**src/rtl/moore_seq_pkg.sv**
```systemverilog
// moore_seq_pkg: shared constants and elaboration-time helpers for the sequence detector.
package moore_seq_pkg;
   localparam int MAX_PAT_LEN = 16;

   function automatic int clog2(input int v);
      int r;
      r = 0;
      while ((1 << r) < v) r++;
      return r;
   endfunction

   // KMP transition: longest pattern prefix that is a suffix of (first k pattern bits ++ b).
   function automatic int next_state(input logic [MAX_PAT_LEN-1:0] pattern, input int len,
                                     input int k, input logic b);
      int best, idx;
      logic ok, sb;
      best = 0;
      for (int j = 1; j <= len && j <= k + 1; j++) begin
         ok = 1'b1;
         for (int m = 0; m < j; m++) begin
            idx = k + 1 - j + m;
            sb  = (idx < k) ? pattern[4'(len - 1 - idx)] : b;
            if (sb != pattern[4'(len - 1 - m)]) ok = 1'b0;
         end
         if (ok) best = j;
      end
      return best;
   endfunction
endpackage

```
**src/rtl/moore_seq_detector_counter.sv**
```systemverilog
// seq_hit_counter: saturating match-event counter where clear wins but still counts a coincident event.
module seq_hit_counter #(
   parameter int CNT_W = 8
)(
   input  logic             clk,
   input  logic             rst_n,
   input  logic             i_event,
   input  logic             i_clr,
   output logic [CNT_W-1:0] o_cnt
);
   logic [CNT_W-1:0] r_cnt;

   always_ff @(posedge clk or negedge rst_n)
      if (!rst_n) r_cnt <= '0;
      else if (i_clr) r_cnt <= CNT_W'(i_event);
      else if (i_event && r_cnt != '1) r_cnt <= r_cnt + 1'b1;

   assign o_cnt = r_cnt;
endmodule

```
**src/rtl/moore_seq_detector.sv**
```systemverilog
// moore_seq_detector: Moore serial pattern detector driven by an elaboration-time KMP table.
module moore_seq_detector
   import moore_seq_pkg::*;
#(
   parameter int                     PAT_LEN = 3,
   parameter logic [MAX_PAT_LEN-1:0] PATTERN = '0,
   parameter bit                     OVERLAP = 1'b0,
   parameter int                     CNT_W   = 8
)(
   input  logic                            clk,
   input  logic                            rst_n,
   input  logic                            in_bit,
   input  logic                            in_valid,
   input  logic                            cnt_clr,
   output logic                            hit,
   output logic [clog2(PAT_LEN+1)-1:0]     state_o,
   output logic [CNT_W-1:0]                hit_cnt
);
   localparam int            SW     = clog2(PAT_LEN + 1);
   localparam logic [SW-1:0] S_FULL = SW'(PAT_LEN);

   if (PAT_LEN < 1 || PAT_LEN > MAX_PAT_LEN) begin : g_bad_len
      $fatal(1, "moore_seq_detector: PAT_LEN %0d out of range", PAT_LEN);
   end
   if ((PATTERN >> PAT_LEN) != '0) begin : g_bad_pat
      $fatal(1, "moore_seq_detector: PATTERN wider than PAT_LEN");
   end

   logic [SW-1:0] w_tbl [0:PAT_LEN][0:1];
   logic [SW-1:0] r_state, w_sp, w_nxt;
   logic          w_illegal, w_event;

   for (genvar k = 0; k <= PAT_LEN; k++) begin : g_row
      for (genvar b = 0; b < 2; b++) begin : g_col
         assign w_tbl[k][b] = SW'(next_state(PATTERN, PAT_LEN, k, 1'(b)));
      end
   end

   // Without overlap a full match restarts from the empty prefix.
   assign w_illegal = r_state > S_FULL;
   assign w_sp      = (r_state == S_FULL && !OVERLAP) ? '0 : r_state;
   assign w_nxt     = w_illegal ? '0 : w_tbl[w_sp][in_bit];
   assign w_event   = in_valid && !w_illegal && w_nxt == S_FULL;

   always_ff @(posedge clk or negedge rst_n)
      if (!rst_n) r_state <= '0;
      else if (in_valid || w_illegal) r_state <= w_nxt;

   assign hit     = r_state == S_FULL;
   assign state_o = r_state;

   seq_hit_counter #(.CNT_W(CNT_W)) u_cnt (
      .clk     (clk),
      .rst_n   (rst_n),
      .i_event (w_event),
      .i_clr   (cnt_clr),
      .o_cnt   (hit_cnt)
   );
endmodule

```
**config.mk**
```make
export PLATFORM = sky130hd
export DESIGN_NAME = moore_seq_detector
export DESIGN_NICKNAME = d
export VERILOG_FILES = /design/src/rtl/moore_seq_pkg.sv /design/src/rtl/moore_seq_detector_counter.sv /design/src/rtl/moore_seq_detector.sv
export SDC_FILE = /design/constraint.sdc
export NUM_CORES = 1
export LEC_CHECK = 0
export BUFFER_PORTS_ARGS = -buffer_cell sky130_fd_sc_hd__buf_4
export CORE_MARGIN = 8
export CORE_UTILIZATION = 48
export CTS_BUF_LIST = sky130_fd_sc_hd__clkbuf_4
export DETAILED_ROUTE_END_ITERATION = 12
export HOLD_SLACK_MARGIN = 0.08
export PLACE_DENSITY = 0.76
export REMOVE_ABC_BUFFERS = 1
export SYNTH_ARGS = -nofsm -noshare
export SYNTH_HDL_FRONTEND = slang
export SYNTH_SLANG_ARGS = --single-unit
```
**constraint.sdc**
```tcl
create_clock -name clk -period 1.5 [get_ports clk]
set_input_delay 0.15 -clock clk [delete_from_list [all_inputs] [get_ports clk]]
set_output_delay 0.15 -clock clk [all_outputs]
set_load 0.005 [all_outputs]
```
### Word level (Yosys, flattened, before mapping)

Index checks and enable logic that the tools add are counted.

* $add $sub $neg: 1
* $mul: 0
* divide/modulo/power cells: 0
* magnitude comparators: 3
* eq/ne operators: 3
* shift operators: 0
* multiplexer cells: 10
* bitwise logic cells: 2
* reduce and logical (&&, ||, !) cells: 6

Operator list (count)
* 2-to-1 mux 8 bit: 2
* 2-to-1 mux 2 bit: 5
* adder 8 x 1 -> 8 bit, second input constant: 1
* binary-select mux 4 bit (select 2 bit): 1
* 2-to-1 mux 4 bit: 2
* != test 8 bit, second input constant: 1
* == test 2 bit, second input constant: 2
* greater-or-equal comparator 3 bit, second input constant: 1
* logical AND 1 bit: 3
* NOT 2 -> 3 bit: 1
* greater-or-equal comparator 2 bit, second input constant: 1
* greater-than comparator 2 bit, second input constant: 1
* NOT 1 -> 2 bit: 1
* nonzero test 2 bit: 1
* zero test 1 bit: 1
* logical OR 1 bit: 1

* bits in registers: 10
* latch bits: 0
* bits in writable memories: 0
* ROM bits: 0
* bits of input ports: 5
* word-level logic and storage cells: 27
* memories kept: 0

### Longest topological paths before layout

* depth in word-level cells: 15
* gate-level depth with buffers: 5

### Modules after synthesis

A second synthesis with hierarchy kept.

* cell total of the unflattened synthesis: 60
* area total of the unflattened synthesis: 603.1 µm²

By module, submodules not included
* seq_hit_counter: instances 1, cells each 47, area an instance 473.0 µm², seq. area each 200.2 µm²
* moore_seq_detector: instances 1, cells each 13, area an instance 130.1 µm², seq. area each 50.0 µm²

### Worst setup path before layout

OpenSTA, ideal clock, no wires.

* kind: register to register
* start point: register u_cnt.r_cnt[0] (netlist: u_cnt.o_cnt[0])
* end point: register u_cnt.r_cnt[5] (netlist: u_cnt.o_cnt[5])
* library setup time: 0.128 ns
* data arrival time: 1.537 ns
* setup slack: -0.165 ns
* stages on the path, launching flop included: 6
* cell sequence: dfrtp_1 > ha_1 > and4_4 > buf_6 > a2111oi_4 > mux2_1

* longest elaborated chain between the ends: 3
* elaborated cells between the ends (all ways): 6
* classes of those cells: add/sub: 1; eq/ne: 1; mux: 2; reduce/logical: 2

Ends and longest elaborated chain
* start: declaration: RTL line moore_seq_detector_counter.sv:11 `logic [CNT_W-1:0] r_cnt;`
* start signal: assignment: RTL line moore_seq_detector_counter.sv:15 `else if (i_clr) r_cnt <= CNT_W'(i_event);`
* start signal: assignment: RTL line moore_seq_detector_counter.sv:16 `else if (i_event && r_cnt != '1) r_cnt <= r_cnt + 1'b1;`
* adder 8 x 1 -> 8 bit / != test 8 bit (equally long branches): RTL line moore_seq_detector_counter.sv:16
* 2-to-1 mux 8 bit / logical AND 1 bit (equally long branches): RTL line moore_seq_detector_counter.sv:16
* 2-to-1 mux 8 bit / nonzero test 2 bit (equally long branches)

Several ways; a longest one is shown, not always the timed one. The select of a mux whose other input is x is not followed.
A chain may end at the register's enable or synchronous reset.

### Final worst setup path

* start point: register u_cnt.r_cnt[1] (netlist: u_cnt.o_cnt[1])
* end point: register u_cnt.r_cnt[5] (netlist: u_cnt.o_cnt[5])

The elaborated chain is that of the path after synthesis.

==> impl_metrics.csv <==
group,metric,value,unit
status,status,"finished, violations left",
status,violations,"negative setup slack",
sta,rsz0062_at_grt,"yes",
critical_path,end_kind,"flop",
sta,hold_viol,0,
yosys,ys_seq_area_share,38.2,%
finish,antenna_cells,0,
yosys,ys.flop_type,"dfrtp_1",
power_and_ir_drop,power.share.clock,30.8,%
critical_path,start_kind,"flop",
die,fp.dieW,53.0,um
yosys,async_flop_share,100,%
clock_tree,insertion_delay,270,ps
power_and_ir_drop,peakVddDrop,556,uV
sta,max_freq,655,MHz
yosys,synth_top_area_share,38.2,%
global_route,grt_first_pass_wirelength,3180,um
finish,drive_gt1_share,46.9,%
yosys,synth_most_common_cell,"dfrtp_1",
finish,fin_nets,108,
sta,finalWorstSetupSlack,-25.8,ps
yosys,synth_area_leader_cell,"dfrtp_1",
detailed_routing,num_vias,638,
global_route,overflow,0,
clock_tree,cts.path.max_buffers,2,
detailed_routing,routed_wl,1910,um
clock_tree,clk_pin_slew_worst_paths,70,ps
die,start_util,51.0,%
die,dieArea,2800,sq um
yosys,synth_edf_count,0,
global_route,grt_usage,15.1,%
sta,fin_crit,1530,ps
critical_path,worstSetupPathType,"reg -> reg",
clock_tree,htree_num_levels,1,
finish,multi_input_area,412,sq um
sta,fin_skew,11.4,ps
critical_path,crit_fanout,5,
detailed_routing,avgViaCountPerCell,5.65,
power_and_ir_drop,p_total,627,uW
finish,area_delta_synth_final,47.7,%
global_route,antenna_found_initial,0,
yosys,syn-cell-area,656,sq um
power_and_ir_drop,netSwitchingPower,173,uW
critical_path,cp.required,1660,ps
detailed_routing,drt_iter0_drc,29,
place,io_buffers,15,
power_and_ir_drop,p_sw_share,27.6,%
critical_path,ff2ff_path_depth,4,
finish,stdcell_count,113,
yosys,yosysUniqueCellTypes,28,
place,dp_cells,105,
sta,setup_viol,2,
sta,worst_pin_slew,309,ps
yosys,synth_cells,65,
clock_tree,clkSinkCount,10,
clock_tree,tritoncts,"built",
die,core_area,1280,sq um
power_and_ir_drop,p_int,453,uW
clock_tree,cts_buffers,3,
finish,seq_area,250,sq um
yosys,synth_warnings,0,
sta,slew_headroom,79.4,%
yosys,avgSynthCellArea,10.1,sq um
detailed_routing,first_pass_iters,4,
sta,setup_tns,-38.8,ps
hold_path,min_delay_path_depth,2,
detailed_routing,ant_nets,0,
die,ioPinCount,16,
power_and_ir_drop,pwr-share-seq,46.4,%
global_route,grt_max_degree,11,
sta,hold-worst-slack,124,ps
place,place_hpwl,1280,um
die,fp.dieH,53.0,um
yosys,synthTopCellsByCount,"10 x dfrtp_1, 5 x inv_1, 5 x nand2_1, 5 x nor2b_1, 4 x ha_1",
critical_path,cp_data_arrival_time,1680,ps
global_route,grt_pass1_vias,672,
power_and_ir_drop,power_density,647,nW/um^2
place,globalplace.congestion,0.750,
detailed_routing,routedWlPerCell,16.9,um
detailed_routing,drc_errors,0,
power_and_ir_drop,leakage,0.487,nW
sta,fin_crit_sh,102,%
sta,slew_viol_final,0,
die,rows,13,
hold_path,hold_class,"in -> reg",
power_and_ir_drop,combPwrFrac,22.9,%
run,cap_viol_max_count,0,
clock_tree,root_buffer,"clkbuf_4",
yosys,ys_ff_latch,10,
yosys,synth.area.top_cells,"dfrtp_1 38%, ha_1 7.6%, mux2_2 5.2%, nor2b_1 4.8%, a2111oi_4 4.2%",
finish,nFillCells,87,
[registers in the layout, indices dropped and copies added (netlist names)]
register and cells:
u_cnt.o_cnt 8, state_o 2
[placed cells by master, fill, tap and decap left out, types with 2 or more instances in the layout]
| master | n |
|---|---|
| mux2_4 | 2 |
| dfrtp_1 | 10 |
| clkbuf_4 | 3 |
| and3_1 | 2 |
| nand4_1 | 2 |
| o22ai_1 | 2 |
| mux2_2 | 2 |
| nand3_1 | 3 |
| nor2b_1 | 5 |
| inv_1 | 4 |
| a21oi_1 | 3 |
| nor2_1 | 3 |
| buf_4 | 31 |
| nand2_1 | 5 |
| ha_1 | 2 |
[power by group through the flow]
stage                     clock network [mW]  logic (mW)  registers, mW
after floorplan                            0      0.0375          0.300
after global routing                   0.207       0.157          0.291
final                                  0.193       0.143          0.291
after detailed placement                   0       0.119          0.292
after CTS                              0.193       0.139          0.290
after global placement                     0       0.114          0.292
[kinds of logic after synthesis]
logic type,Yosys count,synth area share (%)
buffers and inverters,8,6.87
multiplexers,5,8.40
adder cells (fa/ha/maj),4,7.63
AND/OR/NAND/NOR,26,23.5
AO/OA/AOI/OAI,12,15.5
flip-flops,10,38.2
[final timing paths]
check                               start        endpoint  slack (ps)
max                        u_cnt.o_cnt[1]  u_cnt.o_cnt[5]         -30
min                              in_valid      state_o[1]         120
max reg2reg                u_cnt.o_cnt[1]  u_cnt.o_cnt[5]         -30
min reg2reg                    state_o[1]      state_o[1]         660
max in group asynchronous           rst_n  u_cnt.o_cnt[7]        1100
min in group asynchronous           rst_n  u_cnt.o_cnt[4]         240
[metrics by stage]
step / cell area, sq um / worst slack [ps] / util [%]
after CTS: 965 / -4.45 / 75.1
final: 968 / -25.8 / 75.4
after global placement: 858 / -71.4 / 66.8
after detailed placement: 858 / -117 / 66.8
after floorplan: 629 / -96.1 / -
after global routing: 968 / -85.6 / 75.4
[worst max-delay path, cell delays in order (launching register included)]
cell	delay (ps)
dfrtp_1	390
ha_2	200
and4_4	180
a2111oi_4	310
mux2_4	330
[layer usage]
layer	part of all wire (%)	vias to the layer above	GRT usage (%)	routed length, um
li1	-	305	-	-
met1	41	303	17.4	784
met2	52	28	26.6	991
met3	6.2	2	3.92	119
met4	0.68	0	3.88	13
met5	0	-	0	0
[layout make-up]
type	count	share of cell area, %
clock inverters	1	0.388
multi-input cells	47	42.5
flip-flops and latches	10	25.8
clock buffers	3	2.33
inverters	5	1.94
repair buffers	32	25.1
well taps	15	1.94
[timing repair]
item | CTS | global route
resized for setup | 9 | 1
setup buffers | 3 | 0
pin swaps | 4 | 5
endpoints found under the hold margin | 10 | 0
hold buffers | 1 | 0
endpoints found under the setup margin | 5 | 5
No activity file was read; power rests on OpenSTA's default activity.
